--- src/rtl/spi_cmd_master.sv ---
// SPI master running two-frame register accesses (command frame, then data frame)
// against the 32x8 SPI register slave; all timing derived from one half-period counter.
//
// state | meaning
// IDLE  | waiting for start; also clears busy the cycle after done
// LEAD  | nCS low, SCLK low, MOSI = bit 7, one half-period
// SHIFT | 16 half-periods, SCLK toggles, MOSI advances on falling edges
// TRAIL | SCLK low one half-period so nCS never rises with SCLK high
// GAP   | nCS high CS_GAP half-periods, then next frame or done
module spi_cmd_master #(
    parameter int CLK_DIV = 4,
    parameter int CS_GAP  = 2
) (
    input  logic       clk,
    input  logic       rst_n,
    input  logic       start,
    input  logic       rw,
    input  logic [4:0] addr,
    input  logic [7:0] wdata,
    output logic       busy,
    output logic       done,
    output logic [7:0] rdata,
    output logic       nCS,
    output logic       SCLK,
    output logic       MOSI,
    input  logic       MISO
);

    typedef enum logic [2:0] {IDLE, LEAD, SHIFT, TRAIL, GAP} state_t;

    localparam logic [7:0] DIV_M1 = 8'(CLK_DIV - 1);
    localparam logic [3:0] GAP_M1 = 4'(CS_GAP - 1);

    state_t     state_q;
    logic [7:0] div_q, div_d;
    logic       div_tc;
    logic [2:0] bit_q;
    logic [3:0] gap_q;
    logic       frame_q;
    logic       rw_q;
    logic [7:0] tx_q;
    logic [7:0] data_q;
    logic [7:0] rx_q;
    logic [7:0] rdata_q;
    logic       busy_q;
    logic       done_q;
    logic       ncs_q;
    logic       sclk_q;
    logic       mosi_q;

    assign div_tc = (div_q == 8'd0);

    always_comb begin
        div_d = div_q - 8'd1;
        if (state_q == IDLE || div_tc) begin
            div_d = DIV_M1;
        end
    end

    always_ff @(posedge clk or negedge rst_n) begin
        if (!rst_n) begin
            state_q <= IDLE;
            div_q   <= DIV_M1;
            bit_q   <= 3'd7;
            gap_q   <= 4'd0;
            frame_q <= 1'b0;
            rw_q    <= 1'b0;
            tx_q    <= 8'h00;
            data_q  <= 8'h00;
            rx_q    <= 8'h00;
            rdata_q <= 8'h00;
            busy_q  <= 1'b0;
            done_q  <= 1'b0;
            ncs_q   <= 1'b1;
            sclk_q  <= 1'b0;
            mosi_q  <= 1'b0;
        end else begin
            done_q <= 1'b0;
            div_q  <= div_d;
            case (state_q)
                IDLE: begin
                    if (busy_q) begin
                        busy_q <= 1'b0;
                    end else if (start) begin
                        busy_q  <= 1'b1;
                        rw_q    <= rw;
                        tx_q    <= {rw, 2'b00, addr};
                        data_q  <= rw ? 8'h00 : wdata;
                        frame_q <= 1'b0;
                        ncs_q   <= 1'b0;
                        mosi_q  <= rw;
                        state_q <= LEAD;
                    end
                end
                LEAD: begin
                    if (div_tc) begin
                        bit_q   <= 3'd7;
                        state_q <= SHIFT;
                    end
                end
                SHIFT: begin
                    if (div_tc) begin
                        sclk_q <= ~sclk_q;
                        if (sclk_q) begin
                            // slave drives MISO on the rising edge, so the falling edge is safe
                            if (frame_q && rw_q) begin
                                rx_q <= {rx_q[6:0], MISO};
                            end
                            if (bit_q == 3'd0) begin
                                state_q <= TRAIL;
                            end else begin
                                bit_q  <= bit_q - 3'd1;
                                tx_q   <= {tx_q[6:0], 1'b0};
                                mosi_q <= tx_q[6];
                            end
                        end
                    end
                end
                TRAIL: begin
                    if (div_tc) begin
                        ncs_q   <= 1'b1;
                        mosi_q  <= 1'b0;
                        gap_q   <= GAP_M1;
                        state_q <= GAP;
                    end
                end
                GAP: begin
                    if (div_tc) begin
                        if (gap_q != 4'd0) begin
                            gap_q <= gap_q - 4'd1;
                        end else if (!frame_q) begin
                            frame_q <= 1'b1;
                            tx_q    <= data_q;
                            mosi_q  <= data_q[7];
                            ncs_q   <= 1'b0;
                            state_q <= LEAD;
                        end else begin
                            frame_q <= 1'b0;
                            done_q  <= 1'b1;
                            if (rw_q) begin
                                rdata_q <= rx_q;
                            end
                            state_q <= IDLE;
                        end
                    end
                end
                default: state_q <= IDLE;
            endcase
        end
    end

    assign busy  = busy_q;
    assign done  = done_q;
    assign rdata = rdata_q;
    assign nCS   = ncs_q;
    assign SCLK  = sclk_q;
    assign MOSI  = mosi_q;

endmodule

--- config.mk ---
export PLATFORM = sky130hd
export DESIGN_NAME = spi_cmd_master
export DESIGN_NICKNAME = d
export VERILOG_FILES = /design/src/rtl/spi_cmd_master.sv
export SDC_FILE = /design/constraint.sdc
export NUM_CORES = 1
export LEC_CHECK = 0
export CAP_MARGIN = 25
export CORE_MARGIN = 2
export CORE_UTILIZATION = 45
export CTS_BUF_LIST = sky130_fd_sc_hd__clkbuf_16
export DETAILED_ROUTE_END_ITERATION = 7
export GPL_ROUTABILITY_DRIVEN = 0
export PLACE_DENSITY = 0.66
export SYNTH_ARGS = -nofsm -noshare
export SYNTH_HDL_FRONTEND = slang
export SYNTH_SLANG_ARGS = --single-unit
--- constraint.sdc ---
create_clock -name clk -period 2.6 [get_ports clk]
set_clock_uncertainty 0.1 [all_clocks]
set_input_delay 0.26 -clock clk [delete_from_list [all_inputs] [get_ports clk]]
set_output_delay 0.26 -clock clk [all_outputs]
set_load 0.01 [all_outputs]
# Word level (Yosys, flattened, before mapping)
# Index checks and enable logic that the tools add are counted.
# totals
register_bits	56
in_bits	18
out_inout_bits	13
# op_classes
n_reduce_logical	23
n_addsub	3
n_bitwise	3
n_mux	58
n_eq_ne	16
# ops
cell	n
7-bit two-way mux	8
3-bit two-way mux	13
1-bit two-way mux	25
2-bit inequality test, second input constant	12
7-bit one-hot mux with 3 select lines	1
9-bit AND reduction	2
8-bit two-way mux	2
3-bit one-hot mux with 5 select lines	1
5-bit AND reduction	3
4-bit two-way mux	3
10-bit AND reduction	1
8-bit zero test	1
4-bit one-hot mux with 2 select lines	1
4-bit AND reduction	2
4-bit nonzero test	2
8-bit by 1-bit subtractor with 8-bit output, second input constant	1
7-bit AND reduction	1
3-bit by 2-bit equality test with 1-bit output, second input constant	2
3-bit zero test	2
3-bit one-hot mux with 2 select lines	1
2-bit nonzero test	3
3-bit nonzero test	2
1-bit one-hot mux with 4 select lines	1
4-bit by 1-bit subtractor with 4-bit output, second input constant	1
10 further kinds	12

# Longest topological paths before layout
# Gate-level depths: netlist (run 1).
# depth
ltp_word	5
mapped_depth	8

# Worst setup path before layout (run 1)
# No wires, ideal clock.
# synth_path
kind	reg-to-reg
start	register gap_q[0]
end	register state_q[0]
synth_period_minus_slack_ns	2.337
setup_slack_ns	0.263
path_buffers	1
path_stages_with_launch	9
arrival_ns	2.113
required_ns	2.375
setup_time_ns	0.125
cell_sequence	dfrtp_1 -> inv_1 -> ha_1 -> or3b_1 -> and2_1 -> buf_6 -> a211o_4 -> a221oi_2 -> mux2_2
# synth_via
elab_chain_len	3
# synth_lines
item	line_no	rtl
from (decl)	38	logic [3:0] gap_q;
from (signal assigned)	130	gap_q <= gap_q - 4'd1;
4-bit nonzero test	129	if (gap_q != 4'd0) begin
2-bit inequality test (no line)	-	
9-bit AND reduction (no line)	-	
to (signal assigned)	124	state_q <= GAP;
to (signal assigned)	136	state_q <= LEAD;
to (signal assigned)	143	state_q <= IDLE;
to (decl)	34	state_t state_q;
# Every way passes these cells.
# A chain may end at the register's enable or synchronous reset.

# Worst setup path in the final report (run 1)
# layout_path
start	register gap_q[0]
end	register state_q[1]
# The elaborated chain is that of the path after synthesis.

==> impl_table.tex, run 1 <==
\begin{tabular}{lr}
\hline
Metric & Value \\
\hline
\multicolumn{2}{l}{\textbf{Logic synthesis}} \\
\quad Distinct cell type count after synthesis & 40 \\
\quad Count of yosys warnings during synthesis & 0 \\
\quad Post-synthesis average cell area & approximately 11 um\^{}2 \\
\quad Post-synthesis instance area & between 2000 and 3000 um\^{}2 \\
\quad Sequential fraction of the synthesis area & around 52\% \\
\quad Number of synthesized register bits & between 50 and 60 \\
\quad Number of instances in the synthesized netlist & $\sim$250 \\
\quad Total nets after synthesis & between 200 and 300 \\
\multicolumn{2}{l}{\textbf{Clock network}} \\
\quad Number of clock buffers inserted by TritonCTS & 5 \\
\quad Root Buffer & sky130\_fd\_sc\_hd\_\_clkbuf\_16 \\
\quad Clock input transition at the sequential cells of the worst setup and hold paths & 0.07 ns \\
\quad CTS tree & done \\
\quad H-tree Lvls & 2 \\
\quad Clock Tree Buf Depth & 2 \\
\quad Clock network latency to the later pin of the worst-skew pair & approximately 0.30 ns \\
\quad Number of clock sinks seen by CTS & 56 \\
\multicolumn{2}{l}{\textbf{Global route}} \\
\quad Met2 layer usage reported by global route & a little over a quarter \\
\quad Met1 GRT Util & about a quarter \\
\quad Busiest layer in global routing & met2 \\
\quad Met3 usage in global routing & under 10\% \\
\quad Initial antenna violation count & 0 \\
\quad Maximum number of pins on one net before global-route repair & 26 \\
\quad Wire length of the first global-routing pass & just under 9000 um \\
\quad Overall track demand over capacity in global routing & around 17\% \\
\quad Leftover overflow at the end of global routing & 0 \\
\quad Number of global-route vias before repair & 1877 \\
\multicolumn{2}{l}{\textbf{Route}} \\
\quad 1st-iter DRT viols & 60 \\
\quad Number of iterations in the first detailed-routing pass & 4 \\
\quad Post-detailed-routing wire length & about 5200 um \\
\quad Post-route antenna net violation count & 0 \\
\quad Post-DR wirelength/cell & between 10 and 15 um \\
\quad Drt via density & between 5 and 6 \\
\quad Total via count after detailed routing & 1877 \\
\quad Drc violations & 0 \\
\multicolumn{2}{l}{\textbf{Outcome}} \\
\quad Run status & finished, final reports clean \\
\multicolumn{2}{l}{\textbf{Setup path}} \\
\quad Cells traversed along the worst timing path & inv\_1, ha\_1, or3b\_1, and2\_1, a211o\_4, a221oi\_2, mux2\_2 \\
\quad Master of the slowest instance on the critical path & sky130\_fd\_sc\_hd\_\_dfrtp\_1 \\
\quad Arrival time of data at the critical path endpoint & 2.46 ns \\
\quad Delay of the slowest cell on the worst path & slightly above 0.4 ns \\
\quad Crit Path Max Fanout & 5 \\
\quad Critical Path Start Type & flop \\
\quad Endpoint class of the critical path & flop \\
\quad Critical path class & reg2reg \\
\quad Req. time, crit path & around 2.7 ns \\
\multicolumn{2}{l}{\textbf{Finish}} \\
\quad Area added between synthesis and finish & 21.1\% \\
\quad Filler Cell Count & about 520 \\
\quad Post-layout net count & 310 \\
\quad Post-layout utilization of the core & a little under three fifths \\
\quad Number of inserted diodes & 0 \\
\quad Final instance area & around 3300 um\^{}2 \\
\quad Proportion of layout cells with a drive suffix above 1 & around 22\% \\
\quad Non-filler instance count after layout & approximately 360 \\
\quad Most frequent standard cell in the layout excluding fill and tap cells & sky130\_fd\_sc\_hd\_\_dfrtp\_1 \\
\quad Most used cells in the layout excluding fill and tap cells & 50 x sky130\_fd\_sc\_hd\_\_dfrtp\_1, 36 x sky130\_fd\_sc\_hd\_\_nand2\_1, 29 x sky130\_fd\_sc\_hd\_\_clkdlybuf4s50\_1, 23 x sky130\_fd\_sc\_hd\_\_mux2\_2, 19 x sky130\_fd\_sc\_hd\_\_nor2\_1 \\
\multicolumn{2}{l}{\textbf{Power}} \\
\quad Highest ir drop seen on vdd & between 400 and 500 uV \\
\quad PwrDens & 1040 nW/um\^{}2 \\
\quad LEAKAGE & around 1.5 nW \\
\quad PnR Total Power & 3.43 mW \\
\multicolumn{2}{l}{\textbf{Floorplanning}} \\
\quad Die W & 81.8 um \\
\quad Floorplan die area & 6700 um\^{}2 \\
\quad Starting density of the core & between 40\% and 50\% \\
\quad Row Count & 28 \\
\quad Ports & 31 \\
\quad Core area & slightly below 6000 um\^{}2 \\
\quad DIE HEIGHT & between 80 and 90 um \\
\multicolumn{2}{l}{\textbf{STA}} \\
\quad Number of pins with negative max-slew slack in the final report & 0 \\
\quad Worst-case setup margin in the final layout & about 0.22 ns \\
\quad Minimum hold slack & approximately 0.37 ns \\
\quad Highest Clock Rate & 0.420 GHz \\
\quad Tcrit/Tclk final & 91.6\% \\
\quad Setup\_tns & 0 ns \\
\quad Least-Margin Pin Slew & 0.570 ns \\
\quad Total count of hold-check failures in the final report & 0 \\
\quad Final setup vio count & 0 \\
\quad Clock period minus final worst setup slack & 2.38 ns \\
\quad Unrepaired setup endpoints after global routing & no \\
\quad Tightest slew margin relative to the limit & between 60\% and 70\% \\
\multicolumn{2}{l}{\textbf{Placed design}} \\
\quad Instance area after placement & 3140 um\^{}2 \\
\quad Place WS & 0.219 ns \\
\quad Count of buffers from port buffering & 30 \\
\quad Post-detail-place hpwl & around 3700 um \\
\quad Number of placed instances with taps included & between 300 and 400 \\
\multicolumn{2}{l}{\textbf{Run}} \\
\quad Max-Cap Viols & 0 \\
\multicolumn{2}{l}{\textbf{Worst hold path}} \\
\quad Worst min path class & reg2reg \\
\hline
\end{tabular}
## metal layers
layer  share of wire (%)  wire length, um
met5                   0                0
met3                 2.2              115
met2                  46             2380
met4                 1.4               74
met1                  51             2630
## registers in the layout, indices dropped and copies added (netlist names)
name,cells
state_q,3
frame_q,1
tx_q,7
rx_q,8
done,1
data_q,8
gap_q,4
div_q,8
MOSI,1
SCLK,1
busy,1
rdata,8
bit_q,3
nCS,1
rw_q,1
## cell families (layout without fill, tap and decap cells)
group	count (synthesis)	in the layout	share of synthesized area [%]
AOI/OAI and AO/OA	41	41	10.2
xor gates and xnor gates	8	8	2.57
adders and majority gates	6	6	2.75
and+or+nand+nor	89	89	16.7
DFF	56	56	51.7
buffers and inverters	17	57	2.80
muxes	30	30	13.4
## path summary, 6_finish.rpt
check / from / end / slack (ns) / cells after the start
max in group asynchronous: rst_n / div_q[0] / 1.29 / 3
worst min-delay path: div_q[0] / div_q[0] / 0.37 / 1
worst min register to register: div_q[0] / div_q[0] / 0.37 / 1
worst max-delay path: gap_q[0] / state_q[1] / 0.22 / 7
min in group asynchronous: rst_n / gap_q[1] / 0.40 / 2
worst max register to register: gap_q[0] / state_q[1] / 0.22 / 7
## synthesized netlist by cell type, drive strengths merged
cell,instances,area (um^2)
and3,3,18.8
clkbuf,4,15.0
nor2b,3,18.8
nand3b,1,7.51
xor2,2,17.5
o21ai,19,95.1
o31ai,1,7.51
nor4,1,12.5
dfrtp,50,1250
o21ba,1,10.0
nand2b,9,56.3
and2,1,6.26
a21oi,5,25.0
mux2,30,364
or3b,1,8.76
nor4b,1,8.76
or3,1,6.26
a221oi,1,15.0
nand4b,1,23.8
a22o,5,43.8
inv,8,30.0
nor2,19,71.3
nand3,2,15.0
dfstp,6,158
a22oi,4,30.0
buf,5,31.3
nand2,36,135
xnor2,6,52.6
nor3,6,30.0
nor3b,3,27.5
and2b,1,7.51
ha,6,75.1
a2bb2oi,3,26.3
o21a,1,7.51
a211o,1,17.5
## critical path: cells and delay by family (launching register included)
kind,cells,cell delay (ns)
compound gates,2,0.63
simple gates,2,0.52
flops,1,0.41
mux,1,0.37
fa+ha+maj,1,0.14
buf+inv,1,0.10
## report_power, final
| part | leakage, nW | switching, mW | total, mW | internal, mW |
|---|---|---|---|---|
| clock network | 0.0742 | 0.320 | 0.681 | 0.361 |
| registers | 0.725 | 0.240 | 1.39 | 1.15 |
| logic | 0.721 | 0.649 | 1.36 | 0.707 |
## cell type report
cell class	instances	area [um^2]	area share [%]
Clock buffer	5	125	3.79
Clock inverter	3	22.5	0.682
Inverter	8	30.0	0.909
Multi-Input combinational cell	174	1240	37.6
Sequential cell	56	1410	42.7
Tap cell	75	93.8	2.84
Timing Repair Buffer	41	380	11.5
## repair_timing
action | in CTS | in global routing
hold endpoints to repair | 22 | 0
setup buffers | 0 | 0
resized for setup | 0 | 0
hold buffers | 1 | 0
Note: power is estimated with default switching activity, not from simulation.
==> run 2: changes to the inputs <==
--- a/config.mk
+++ b/config.mk
@@ -12,6 +12,7 @@
 export DETAILED_ROUTE_END_ITERATION = 7
 export GPL_ROUTABILITY_DRIVEN = 0
 export PLACE_DENSITY = 0.66
+export SLEW_MARGIN = 10
 export SYNTH_ARGS = -nofsm -noshare
 export SYNTH_HDL_FRONTEND = slang
 export SYNTH_SLANG_ARGS = --single-unit
==> results of run 2 <==
Final layout, timing and power as in run 1 (identical DEF).
==> run 3: changes to the inputs <==
--- a/config.mk
+++ b/config.mk
@@ -12,7 +12,6 @@
 export DETAILED_ROUTE_END_ITERATION = 7
 export GPL_ROUTABILITY_DRIVEN = 0
 export PLACE_DENSITY = 0.66
-export SLEW_MARGIN = 10
 export SYNTH_ARGS = -nofsm -noshare
 export SYNTH_HDL_FRONTEND = slang
 export SYNTH_SLANG_ARGS = --single-unit
==> results of run 3 <==
Final layout, timing and power as in run 1 (identical DEF).
